===== src/rtl/bp_resolve.sv =====
// bp_resolve -- branch resolution at execute.
//
// Compares each resolved instruction against the prediction it carried from
// IF1. On a mispredict it raises a registered one-cycle flush together with
// the correct fetch restart PC. Branches, and non-branches that IF1 wrongly
// predicted taken, queue a BTB update (index, taken bit, target) into a small
// circular FIFO. The FIFO drains into the IF1 BTB write port whenever
// btb_busy is low.
//
// Optional feature: define BP_STAT_EN to build the resolved-branch and
// mispredict counters. When it is undefined, both stat outputs are tied to 0.
//
// Ports:
//   clk, rst_n        clock, synchronous active-low reset
//   res_*             resolution from EX: valid, is_br, pc, taken, target,
//                     pred_taken, pred_target
//   ex_stall          queue full; EX holds its instruction
//   flush             one-cycle mispredict pulse
//   redirect_pc       restart PC, valid while flush=1
//   btb_busy          BTB write port unavailable this cycle
//   upd_we            BTB write strobe (combinational on btb_busy)
//   upd_idx           head-entry BTB index (0 when the queue is empty)
//   upd_hitted        head-entry taken bit (0 when the queue is empty)
//   upd_wtarget       head-entry target (0 when the queue is empty)
//   stat_br_cnt       accepted branch count
//   stat_mis_cnt      accepted mispredict count
module bp_resolve #(
  parameter int QDEPTH = 4,
  parameter int IDX_W  = 6
) (
  input  logic             clk,
  input  logic             rst_n,
  input  logic             res_valid,
  input  logic             res_is_br,
  input  logic [31:0]      res_pc,
  input  logic             res_taken,
  input  logic [31:0]      res_target,
  input  logic             res_pred_taken,
  input  logic [31:0]      res_pred_target,
  output logic             ex_stall,
  output logic             flush,
  output logic [31:0]      redirect_pc,
  input  logic             btb_busy,
  output logic             upd_we,
  output logic [IDX_W-1:0] upd_idx,
  output logic             upd_hitted,
  output logic [31:0]      upd_wtarget,
  output logic [31:0]      stat_br_cnt,
  output logic [31:0]      stat_mis_cnt
);

  localparam int PW = (QDEPTH > 1) ? $clog2(QDEPTH) : 1;
  localparam int CW = $clog2(QDEPTH) + 1;

  typedef struct packed {
    logic [IDX_W-1:0] idx;
    logic             hit;
    logic [31:0]      tgt;
  } upd_t;

  upd_t          q_mem [QDEPTH];
  logic [PW-1:0] wptr, rptr;
  logic [CW-1:0] count;

  logic  acc, mis, mis_acc, push, pop, q_nonempty;
  logic  [31:0] redir;
  upd_t  ent, head;

  // Nothing is accepted in the flush cycle: that instruction is on the wrong path.
  assign acc      = res_valid & ~ex_stall & ~flush;
  assign mis      = (res_pred_taken != res_taken) |
                    (res_taken & res_pred_taken & (res_pred_target != res_target));
  assign mis_acc  = acc & mis;
  assign redir    = res_taken ? res_target : res_pc + 32'd4;

  // A non-branch that IF1 predicted taken must also write the BTB, so that
  // the false hit is retrained.
  assign push     = acc & (res_is_br | res_pred_taken);
  assign ent.idx  = res_pc[IDX_W+1:2];
  assign ent.hit  = res_taken;
  assign ent.tgt  = res_taken ? res_target : 32'b0;

  assign q_nonempty = (count != '0);
  assign ex_stall   = (count == CW'(QDEPTH));
  assign upd_we     = q_nonempty & ~btb_busy;
  assign pop        = upd_we;

  assign head        = q_nonempty ? q_mem[rptr] : '0;
  assign upd_idx     = head.idx;
  assign upd_hitted  = head.hit;
  assign upd_wtarget = head.tgt;

  // Entry storage needs no reset: reads are gated by a nonzero count.
  always_ff @(posedge clk) begin
    if (push) q_mem[wptr] <= ent;
  end

  always_ff @(posedge clk) begin
    if (!rst_n) begin
      flush       <= 1'b0;
      redirect_pc <= '0;
      wptr        <= '0;
      rptr        <= '0;
      count       <= '0;
    end else begin
      flush <= mis_acc;
      if (mis_acc) redirect_pc <= redir;
      if (push)    wptr <= wptr + 1'b1;
      if (pop)     rptr <= rptr + 1'b1;
      case ({push, pop})
        2'b10:   count <= count + 1'b1;
        2'b01:   count <= count - 1'b1;
        default: count <= count;
      endcase
    end
  end

`ifdef BP_STAT_EN
  logic [31:0] br_q, mis_q;

  always_ff @(posedge clk) begin
    if (!rst_n) begin
      br_q  <= '0;
      mis_q <= '0;
    end else begin
      if (acc & res_is_br) br_q  <= br_q + 32'd1;
      if (mis_acc)         mis_q <= mis_q + 32'd1;
    end
  end

  assign stat_br_cnt  = br_q;
  assign stat_mis_cnt = mis_q;
`else
  assign stat_br_cnt  = '0;
  assign stat_mis_cnt = '0;
`endif

endmodule

===== config.mk =====
export PLATFORM = sky130hd
export DESIGN_NAME = bp_resolve
export DESIGN_NICKNAME = d
export VERILOG_FILES = /design/src/rtl/bp_resolve.sv
export SDC_FILE = /design/constraint.sdc
export NUM_CORES = 1
export LEC_CHECK = 0
export CORE_MARGIN = 10
export CORE_UTILIZATION = 46
export CTS_BUF_LIST = sky130_fd_sc_hd__clkbuf_4 sky130_fd_sc_hd__clkbuf_8
export CTS_CLUSTER_SIZE = 28
export DETAILED_ROUTE_END_ITERATION = 8
export GPL_TIMING_DRIVEN = 0
export PLACE_DENSITY = 0.79
export SLEW_MARGIN = 20
export SYNTH_ARGS = -nofsm -noshare
export SYNTH_HDL_FRONTEND = slang
export SYNTH_SLANG_ARGS = --single-unit

===== constraint.sdc =====
create_clock -name clk -period 2.7 [get_ports clk]
set_input_delay 0.675 -clock clk [delete_from_list [all_inputs] [get_ports clk]]
set_output_delay 0.675 -clock clk [all_outputs]
set_load 0.01 [all_outputs]

==> Yosys cells after proc, flatten, opt, wreduce, memory -nomap -nowiden <==
Memory sizes are Yosys's and may differ from the RTL's. A register that Yosys moved wholly into a read port is not among the register bits.
Cells that the tools add are included.
{ "totals": {"ramBits": 156, "reg_bits": 40, "in_bits": 103, "out_inout_bits": 138, "memories": 1} }
{ "op_classes": {"muxes": 8, "n_bitwise": 12, "n_reduce_logical": 2, "eq_ne": 5, "add_sub_neg": 5} }
{ "memory_table": {"columns": ["memory", "depth", "word_bits", "rd", "rd_clocked_by_memory_dff", "write_ports", "line_no", "text"], "rows": [
  ["q_mem", 4, 39, 1, 1, 1, "61", "upd_t q_mem [QDEPTH];"]
]} }
{ "ops": {"columns": ["cell", "n"], "rows": [
  ["32-bit 2-to-1 mux", 2],
  ["39-bit 2-to-1 mux", 1],
  ["32-bit by 3-bit adder with 32-bit output (second input constant)", 1],
  ["32-bit != test", 1],
  ["1-bit AND", 7],
  ["3-bit case mux with 2 select lines", 1],
  ["2-bit by 1-bit adder with 2-bit output (second input constant)", 2],
  ["2-bit 2-to-1 mux", 2],
  ["3-bit by 1-bit adder with 3-bit output (second input constant)", 1],
  ["3-bit equality test (second input constant)", 1],
  ["1-bit NOT", 3],
  ["3-bit nonzero test", 1],
  ["3-bit by 1-bit subtractor with 3-bit output (second input constant)", 1],
  ["2-bit by 1-bit equality test with 1-bit output (second input constant)", 1],
  ["2-bit equality test (second input constant)", 1],
  ["1-bit 2-to-1 mux", 2],
  ["1-bit bitwise OR", 2],
  ["2-bit nonzero test", 1],
  ["1-bit != test", 1]
]} }

==> Logic depth before layout (Yosys ltp) <==
Gate-level depths: netlist of the first run.
{ "logic_depth": {"ltp_word": 7, "ltp_mapped": 11, "ltp_nobuf": 11} }

==> Least setup slack after synthesis of the first run <==
Ideal clock, no wire load.
{ "synth_timing": {"path_type": "in2reg", "from": "input res_valid", "to": "memory q_mem[0][0] in the netlist's numbering, enable pin", "path_slack_ns": -0.001, "arrival_ns": 2.301, "setup_time_ns": 0.400, "n_path_buf": 0, "path_stages": 3, "cell_sequence": "nor3b_4 > o21a_1 > and2_1"} }
{ "synth_between": {"elab_chain_cells": 5} }
{ "synth_rtl": {"columns": ["item", "line_no", "text"], "rows": [
  ["start, declared", "33", "input logic res_valid,"],
  ["1-bit AND (2 in series)", "70", "assign acc = res_valid & ~ex_stall & ~flush;"],
  ["1-bit AND", "78", "assign push = acc & (res_is_br | res_pred_taken);"],
  ["1-bit 2-to-1 mux", "95", "if (push) q_mem[wptr] <= ent;"],
  ["1-bit 2-to-1 mux (implied by the code)", "95", null],
  ["end, declared", "61", null]
]} }
Every way passes these cells.

==> Worst setup path after layout of the first run <==
{ "layout_timing": {"from": "input res_target[9]", "to": "register redirect_pc[20]"} }
{ "layout_between": {"elab_chain_cells": 4} }
{ "layout_rtl": {"columns": ["item", "line_no", "text"], "rows": [
  ["start, declared", "37", "input logic [31:0] res_target,"],
  ["32-bit != test", "72", "(res_taken & res_pred_taken & (res_pred_target != res_target));"],
  ["1-bit AND", "72", null],
  ["1-bit bitwise OR", "71", "assign mis = (res_pred_taken != res_taken) |"],
  ["1-bit AND", "73", "assign mis_acc = acc & mis;"],
  ["end signal, assigned", "107", "if (mis_acc) redirect_pc <= redir;"],
  ["end, declared", "42", "output logic [31:0] redirect_pc,"]
]} }
Every way passes these cells.
A chain may end at the register's enable or synchronous reset.

==> qor.txt, run 1 <==
worst slew pin tran - 0.657 ns
combinational fraction of design power - 33.9%
Die Y - 164 um
CP max stage delay - 0.49 ns
antenna-violating nets left - 0
largest net degree at the start of global routing - 40
most frequent cells in the layout - edfxtp_1 (156), clkdlybuf4s50_1 (133), buf_4 (69)
P_leak - 4.72 nW
Final WS setup - -0.0579 ns
drt first pass iters - 5
Area after DPL - 11,900 sq um
most common cell after layout, fill and taps aside - edfxtp_1
HPWL Detailed - 20,400 um
final setup fails - 18
hold slack final - 0.468 ns
clk root buf - clkbuf_8
Die X-Extent - 164 um
Critical Path Fanout Max - 10
Syn Inst Count - 715
crit path DAT - 3.15 ns
grt total ovfl - 0
synth warn - 0
top_reg_cell synth - edfxtp_1
library cells used by synthesis - 47
syn_area_per_cell - 13.4 sq um
GRT Util Overall - 19.9%
RSZ-0062 raised after global routing - true
first-pass GRT wire length - 40,200 um
core area - 20,400 sq um
CP top delay family - simple AND/OR/NAND/NOR gates
NumNets Final - 1,094
Flop pwr share - 42.1%
starting density of the core - 47.0%
worst path cell trace - clkdlybuf4s50_1 -> xor2_1 -> nor4_4 -> nand4_1 -> o21a_4 -> o21ai_4 -> buf_12 -> mux2i_1
EDFF count, synth - 156
Hold Fails Final Rpt - 0
standard-cell rows - 52
Max VDD drop - 0.317 mV
clk sinks - 198
post-route cell area - 12,600 sq um
Placer Congestion - 0.903
Clk pin slew, worst setup/hold paths - 0.09 ns
Crit-path slowest cell - clkdlybuf4s50_1
Area Growth Syn to Fin - 32.0%
switching power - 2.66 mW
Final min period - 2.76 ns
Max Slew Vio Count - 0
max_cap viols - 0
Num CTS Buffers - 17
vias in the first global route - 6,568
drt drc - 0
Crit path required time - 3.09 ns
Crit Path Class - input port to flop
Clock Latency Late Sink - 0.47 ns
status - complete, but fails checks
routed len/inst - 21.8 um
P_int - 6.09 mW
Slew HR - 56.2%
antenna violations before repair - 1
P per Cell Area - 692 nW/um^2
first-iteration detailed-routing DRC count - 464
register bit count reported by yosys - 198
sequential share of the synthesized area - 57.7%
Clock power frac - 24.0%
CTS tree - built
worst min path class - flop to flop
layout cells sized above 1 - 22.1%
synthesized cell area - 9570 sq um
Hold Buf Count CTS - 0
r2r setup slk - 0.17 ns
# IOs - 241
startpoint types - input port
Via density - 5.23
Async SR Flop Fraction - 0%
H-tree levels - 4
final WL - 27,600 um
Clock Path Buffers - 2
Vias - 6,626
CP endpoint kind - flop
fin crit share - 102%
Port-buffer cells - 175
sw frac - 30.4%
buffers and inverters on the worst path - 2
failing checks - negative setup slack
Max Fclk - 363 MHz
Die ar. - 27,000 sq um
Layout Skew - 0.0132 ns
==> metal layers <==
| metal | wire length (um) | up-vias | GRT usage, % |
|---|---|---|---|
| met4 | 631 | 0 | 6.42 |
| met5 | 0 | - | 0 |
| met3 | 2920 | 30 | 7.66 |
| met1 | 10700 | 3213 | 23.8 |
| met2 | 13400 | 344 | 32.5 |
| li1 | - | 3039 | - |
==> kinds of logic (layout without fill, tap and decap cells) <==
family	count (synthesis)	count (layout)	synth area share [%]
AND/OR/NAND/NOR	205	205	12.2
flip-flops	198	198	57.7
buffers and inverters	107	325	6.97
AO/OA/AOI/OAI	76	76	5.02
XOR/XNOR	60	60	5.49
multiplexers	60	60	11.4
adder cells (fa/ha/maj)	8	8	1.12
other	1	65	0.0392
==> power by group through the flow <==
stage | Sequential [mW] | Clock [mW] | Combinational, mW
3_5_place_dp | 3.73 | 0 | 2.85
4_1_cts | 3.68 | 2.11 | 2.75
6_report | 3.68 | 2.10 | 2.97
3_3_place_gp | 3.71 | 0 | 2.82
2_1_floorplan | 3.72 | 0 | 1.45
5_1_grt | 3.70 | 2.23 | 3.20
==> layout make-up <==
| type | instances | area (sq um) |
|---|---|---|
| timing repair buffer | 186 | 1790 |
| buffer | 96 | 724 |
| tap | 270 | 338 |
| clock inverter | 11 | 171 |
| inverter | 11 | 41.3 |
| multi-input combinational | 473 | 3770 |
| sequential | 198 | 5530 |
| clock buffer | 21 | 270 |
| fill | 1578 | 7730 |
| antenna | 1 | 2.50 |
==> Yosys cell counts (all sizes together), types with 2 or more instances <==
library cell	count	area share (%)
a21o	11	0.86
a21oi	8	0.42
a31o	3	0.27
and2	38	2.5
and3	5	0.33
and4	3	0.27
buf	72	5.6
clkbuf	24	0.94
dfxtp	42	8.8
edfxtp	156	49
ha	7	0.92
inv	11	0.43
mux2i	20	2.1
mux4	39	9.2
nand2	34	1.3
nand2b	2	0.13
nand3	9	0.52
nand3b	3	0.24
nand4	19	1.2
nor2	21	0.82
nor2b	44	2.9
nor3	6	0.37
nor4	13	0.85
o211ai	8	0.68
o21a	2	0.16
o21ai	39	2.2
o311a	3	0.31
or3	6	0.39
xnor2	14	1.3
xor2	46	4.2
==> what timing repair did <==
item | in CTS | in global routing
resized for setup | 123 | 68
setup buffers | 4 | 5
pin swaps | 6 | 7
endpoints found under the setup margin | 229 | 222
gates cloned | 0 | 2
==> per-stage QoR <==
step | setup TNS, ns | total power [mW] | setup WS, ns | instances | util (%)
finish | -0.400 | 8.74 | -0.0579 | 1267 | 62.0
global route | -1.15 | 9.13 | -0.0600 | 1267 | 62.0
CTS | -17.34 | 8.53 | -0.227 | 1259 | 61.0
detailed placement | -137.36 | 6.58 | -1.04 | 1223 | 58.4
global placement | -127.64 | 6.54 | -1.02 | 1223 | 58.4
floorplan | 0 | 5.17 | 0.355 | 778 | -
==> final timing paths <==
check,startpoint,to,cells past startpoint
max,res_target[9],redirect_pc[20]$_SDFFE_PN0P_,8
min reg2reg,redirect_pc[22]$_SDFFE_PN0P_,redirect_pc[22]$_SDFFE_PN0P_,2
min,redirect_pc[22]$_SDFFE_PN0P_,redirect_pc[22]$_SDFFE_PN0P_,2
max reg2reg,count[1]$_SDFFE_PN0P_,count[2]$_SDFFE_PN0P_,11
==> sequential cells by signal, summed over array words and instances (netlist names), named ones only <==
register	count
count	3
flush	1
q_mem	156
redirect_pc	32
rptr	2
wptr	2
==> tightest hold or removal path: stages, from the launching register on <==
cell and delay (ns):
dfxtp_1 0.32, nand2_1 0.05, mux2i_1 0.06
No activity file was read; power rests on OpenSTA's default activity.
==> inputs of run 2 (changes only) <==
- clock period: 2.7 -> 2.3 ns (I/O delays scaled with it)
==> qor.txt, run 2 (synthesis gave the netlist of run 1 again) <==
H-tree levels - 4
Clock Path Buffers - 2
routed len/inst - 22.4 um
biggest regs - q_mem x156, redirect_pc x32, count x3
startpoint types - flop
worst slew pin tran - 0.639 ns
Max Slew Vio Count - 0
largest net degree at the start of global routing - 40
final core occ - 64.3%
Vias - 6,848
layout cells sized above 1 - 29.2%
clk sinks - 198
number of flip-flops in the largest register - 156
NumNets Final - 1,118
Critical Path Fanout Max - 5
core area - 20,400 sq um
Top reg by flops - q_mem
grt total ovfl - 0
Max Fclk - 375 MHz
drt drc - 0
Die ar. - 27,000 sq um
Die Y - 164 um
final WL - 29,000 um
HPWL Detailed - 20,700 um
worst min path class - input port to flop
hold slack final - 0.430 ns
drt first pass iters - 5
Crit Path Class - flop to output port
# fillers - 1,478
Clk pin slew, worst setup/hold paths - 0.10 ns
Port-buffer cells - 175
Final min period - 2.66 ns
max_cap viols - 0
crit path DAT - 2.09 ns
fin crit share - 116%
Hold Fails Final Rpt - 0
most common cell after layout, fill and taps aside - edfxtp_1
Area Growth Syn to Fin - 36.9%
first-pass GRT wire length - 42,300 um
Num CTS Buffers - 17
Layout Skew - 0.0152 ns
Final WS setup - -0.364 ns
Via density - 5.30
most frequent cells in the layout - edfxtp_1 (156), buf_4 (81), clkdlybuf4s50_1 (71)
antenna violations before repair - 4
Final Power - 10.5 mW
vias in the first global route - 7,007
Slew HR - 57.4%
standard-cell rows - 52
CP endpoint kind - output port
GRT Util Overall - 21.0%
starting density of the core - 47.0%
P_leak - 5.20 nW
Crit path required time - 1.73 ns
Max VDD drop - 0.385 mV
clk root buf - clkbuf_8
Placer Congestion - 0.896
final setup fails - 40
status - complete, but fails checks
# IOs - 241
CTS tree - built
first-iteration detailed-routing DRC count - 752
failing checks - negative setup slack
Die X-Extent - 164 um
pre-CTS setup slack - -1.21 ns
RSZ-0062 raised after global routing - true
Clock Latency Late Sink - 0.47 ns
antenna-violating nets left - 0
P per Cell Area - 799 nW/um^2
Hold Buf Count CTS - 0
==> run 2: worst paths after layout <==
path | start | to | slack (ns) | depth (start not counted)
setup / recovery | flop | upd_idx[0] | -0.36 | 6
hold / removal | res_pc[3] | q_mem[2][34]$_DFFE_PP_ | 0.43 | 1
setup reg to reg | count[1]$_SDFFE_PN0P_ | count[2]$_SDFFE_PN0P_ | 0.07 | 11
hold reg to reg | redirect_pc[12]$_SDFFE_PN0P_ | redirect_pc[12]$_SDFFE_PN0P_ | 0.47 | 2
==> run 2: layout make-up <==
class | count | area, sq um | area share (%)
sequential | 198 | 5530 | 42.2
inverter | 11 | 41.3 | 0.315
buffer | 94 | 723 | 5.52
antenna | 4 | 10.0 | 0.0764
clock buffer | 23 | 292 | 2.23
multi-input combinational | 476 | 4030 | 30.8
timing repair buffer | 209 | 2060 | 15.7
clock inverter | 8 | 77.6 | 0.592
tap | 270 | 338 | 2.58
==> run 2: worst max-delay path, stage by stage, from the launching register on <==
cell and delay (ns):
dfxtp_4 0.37, buf_12 0.15, buf_12 0.14, buf_16 0.12
mux4_2 0.51, nor2b_1 0.15, buf_2 0.15
==> run 2: what timing repair did <==
item	in CTS	in global routing
buffers inserted	18	12
pin swaps	18	13
endpoints found under the setup margin	231	75
cloned	9	0
gates resized for setup	286	99
==> run 2: per-layer routing <==
layer / up-vias / GRT usage, % / part of all wire [%]
met1: 3336 / 25.6 / 38
met2: 380 / 33.6 / 48
met3: 46 / 7.28 / 11
li1: 3084 / - / -
met4: 2 / 8.53 / 2.6
met5: - / 0 / 0.045
==> run 2: stage by stage <==
step                      cells  instance area [sq um]  TNS, ns
final                      1293                  13100    -9.24
after global routing       1290                  13100   -11.91
after CTS                  1281                  12700    -9.16
after detailed placement   1223                  11900  -224.81
after global placement     1223                  11900  -215.80
after floorplan             778                   9820        0
==> run 2: power breakdown <==
part	internal, mW	switching, mW	total [mW]	leakage [nW]
clock network	0.955	1.17	2.13	0.191
registers	4.18	0.132	4.32	1.79
logic	2.01	2.01	4.02	3.22
==> RTL change, RTL diff (settings of run 2) <==
Put one more register stage on the output `redirect_pc`. The value now appears one clock later. The other outputs are not delayed to match.
--- a/src/rtl/bp_resolve.sv
+++ b/src/rtl/bp_resolve.sv
@@ -60,2 +60,4 @@
 
+  logic [31:0] redirect_pc_s0;
+
   upd_t          q_mem [QDEPTH];
@@ -100,3 +102,3 @@
       flush       <= 1'b0;
-      redirect_pc <= '0;
+      redirect_pc_s0 <= '0;
       wptr        <= '0;
@@ -106,3 +108,3 @@
       flush <= mis_acc;
-      if (mis_acc) redirect_pc <= redir;
+      if (mis_acc) redirect_pc_s0 <= redir;
       if (push)    wptr <= wptr + 1'b1;
@@ -137,2 +139,6 @@
 
+  always_ff @(posedge clk) begin
+    redirect_pc <= redirect_pc_s0;
+  end
+
 endmodule
Function: changed (Yosys sat finds a counterexample within 4 cycles, from zero or initial values and one cycle with rst_n low).
==> RTL change against run 2 <==
- design area increased by 5.4%
- synthesized area increased by 6.6%
- the flow still finishes with violations (negative setup slack)
- wire length shrank 0.99%
- clock skew is 0.0025 ns higher
- setup slack improved by 0.12 ns
- critical endpoint is now upd_wtarget[17]
- sequential cell count is 32 higher
- total power rose by 18%
- via count shrank 0.22%
==> RTL change: results (changes against run 2) <==
{| class="wikitable"
! Metric !! Value
|-
| Via density per instance || 5.088 (-3.9%)
|-
| DP Area || 0.01258 mm2 (+5.6%)
|-
| Delay of the slowest cell on the worst path || 0.53 ns (+0.02 ns)
|-
| Violation count after the first detailed-routing iteration || 483 (-36%)
|-
| Inverter count of the layout excluding clock inverters || 16 (+5)
|-
| Result of the run || complete, but fails checks
|-
| Global placer's final weighted congestion || 0.8736 (-2.4%)
|-
| Fillers || 1659 (+12%)
|-
| Share of the synthesized area in compound gates (AO/OA/AOI/OAI) || 3.716% (-1.3 points)
|-
| Worst r2r path cells || 10 (-1)
|-
| Hold WC Path Type || flip-flop to flip-flop
|-
| Gate count of the mapped netlist || 739 (+3.4%)
|-
| First-pass GRT wire length || 42870 um (+1.4%)
|-
| Non-clock buffer count || 291 (-4.0%)
|-
| Placement Setup Slack || -1.690 ns (-0.4828 ns)
|-
| Latest clock arrival within the worst-skew pair || 0.52 ns (+0.05 ns)
|-
| Largest net degree at the start of global routing || 21 (-48%)
|-
| Resize count post-CTS || 246 (-14%)
|-
| Comb_multi_in || 461 (-3.2%)
|-
| Clock skew after layout || 0.01767 ns (+0.002464 ns)
|-
| Fraction of area in multi-input gates || 27.66% (-3.1 points)
|-
| Adder and majority cell fraction of the synthesized area || 1.055% (-0.070 points)
|-
| Hold WS || 0.3472 ns (-0.08275 ns)
|-
| Number of global-route vias before repair || 7088 (+1.2%)
|-
| Seq Cell Count || 230 (+16%)
|-
| Global-route usage over all layers || 19.64% (-1.4 points)
|-
| CP arrival || 1.97 ns (-0.12 ns)
|-
| Leading post-synthesis cells by instance count || edfxtp_1 (156), dfxtp_1 (74), buf_4 (65), and2_1 (44), nor2b_1 (43)
|-
| Core utilization of the finished layout || 63.29% (-1.0 points)
|-
| Multiplexer share of the synthesized area || 10.97% (-0.42 points)
|-
| Net count reported at finish || 1148 (+2.7%)
|-
| Pre-antenna DRT Iters || 4 (-1)
|-
| Total leakage power || 5.369 nW (+3.2%)
|-
| Number of cells in the design after placement || 1258 (+2.9%)
|-
| Routed len/inst || 21.40 um (-4.7%)
|-
| XOR/XNOR Fraction of Synth Area || 5.066% (-0.43 points)
|-
| Delay-heaviest family, CP || multiplexers
|-
| Startpoint of the worst-slack reg-to-reg timing path || count[2]
|-
| Clock-pin slew on the worst setup and hold paths || 0.06 ns (-0.04 ns)
|-
| Worst R2R Setup Slack || 0.10 ns (+0.03 ns)
|-
| Worst-case setup margin in the final layout || -0.2410 ns (+0.1228 ns)
|-
| Layout cell share with drive strength beyond 1 || 28.53% (-0.71 points)
|-
| Finish-stage setup viols || 39 (-2.5%)
|-
| Antenna violations before repair || 2 (-2)
|-
| Failing checks || negative setup slack
|-
| Clock buffer instance count of the final layout || 57 (+150%)
|-
| Count of H-tree levels built during CTS || 2 (-2)
|}
RTL change: cell count changes after synthesis, moves of 4 or more:
| cell | before | now |
|---|---|---|
| a21oi_1 | 8 | 2 |
| and2_1 | 37 | 44 |
| buf_2 | 5 | 10 |
| dfxtp_1 | 42 | 74 |
| inv_1 | 10 | 15 |
| mux2i_1 | 20 | 24 |
| nand4_1 | 19 | 12 |
| nor2_1 | 21 | 15 |
| nor3_1 | 5 | 9 |
| nor4_1 | 13 | 9 |
| o21ai_0 | 38 | 33 |
| xnor2_1 | 14 | 23 |
| xor2_1 | 46 | 36 |
RTL change: layer usage:
metal	GRT usage, %	up-vias	share of wire [%]
met5	0	-	0.045
met4	5.337	2	1.9
met3	6.925	34	11
met2	32.31	339	48
met1	23.98	3299	39
li1	-	3159	-
RTL change: where the power goes:
group / switching [W] / leakage (nW) / internal, W
sequential: 0.000160 / 2.05 / 0.00483
clock: 0.00150 / 0.419 / 0.00213
combinational: 0.00187 / 2.90 / 0.00187
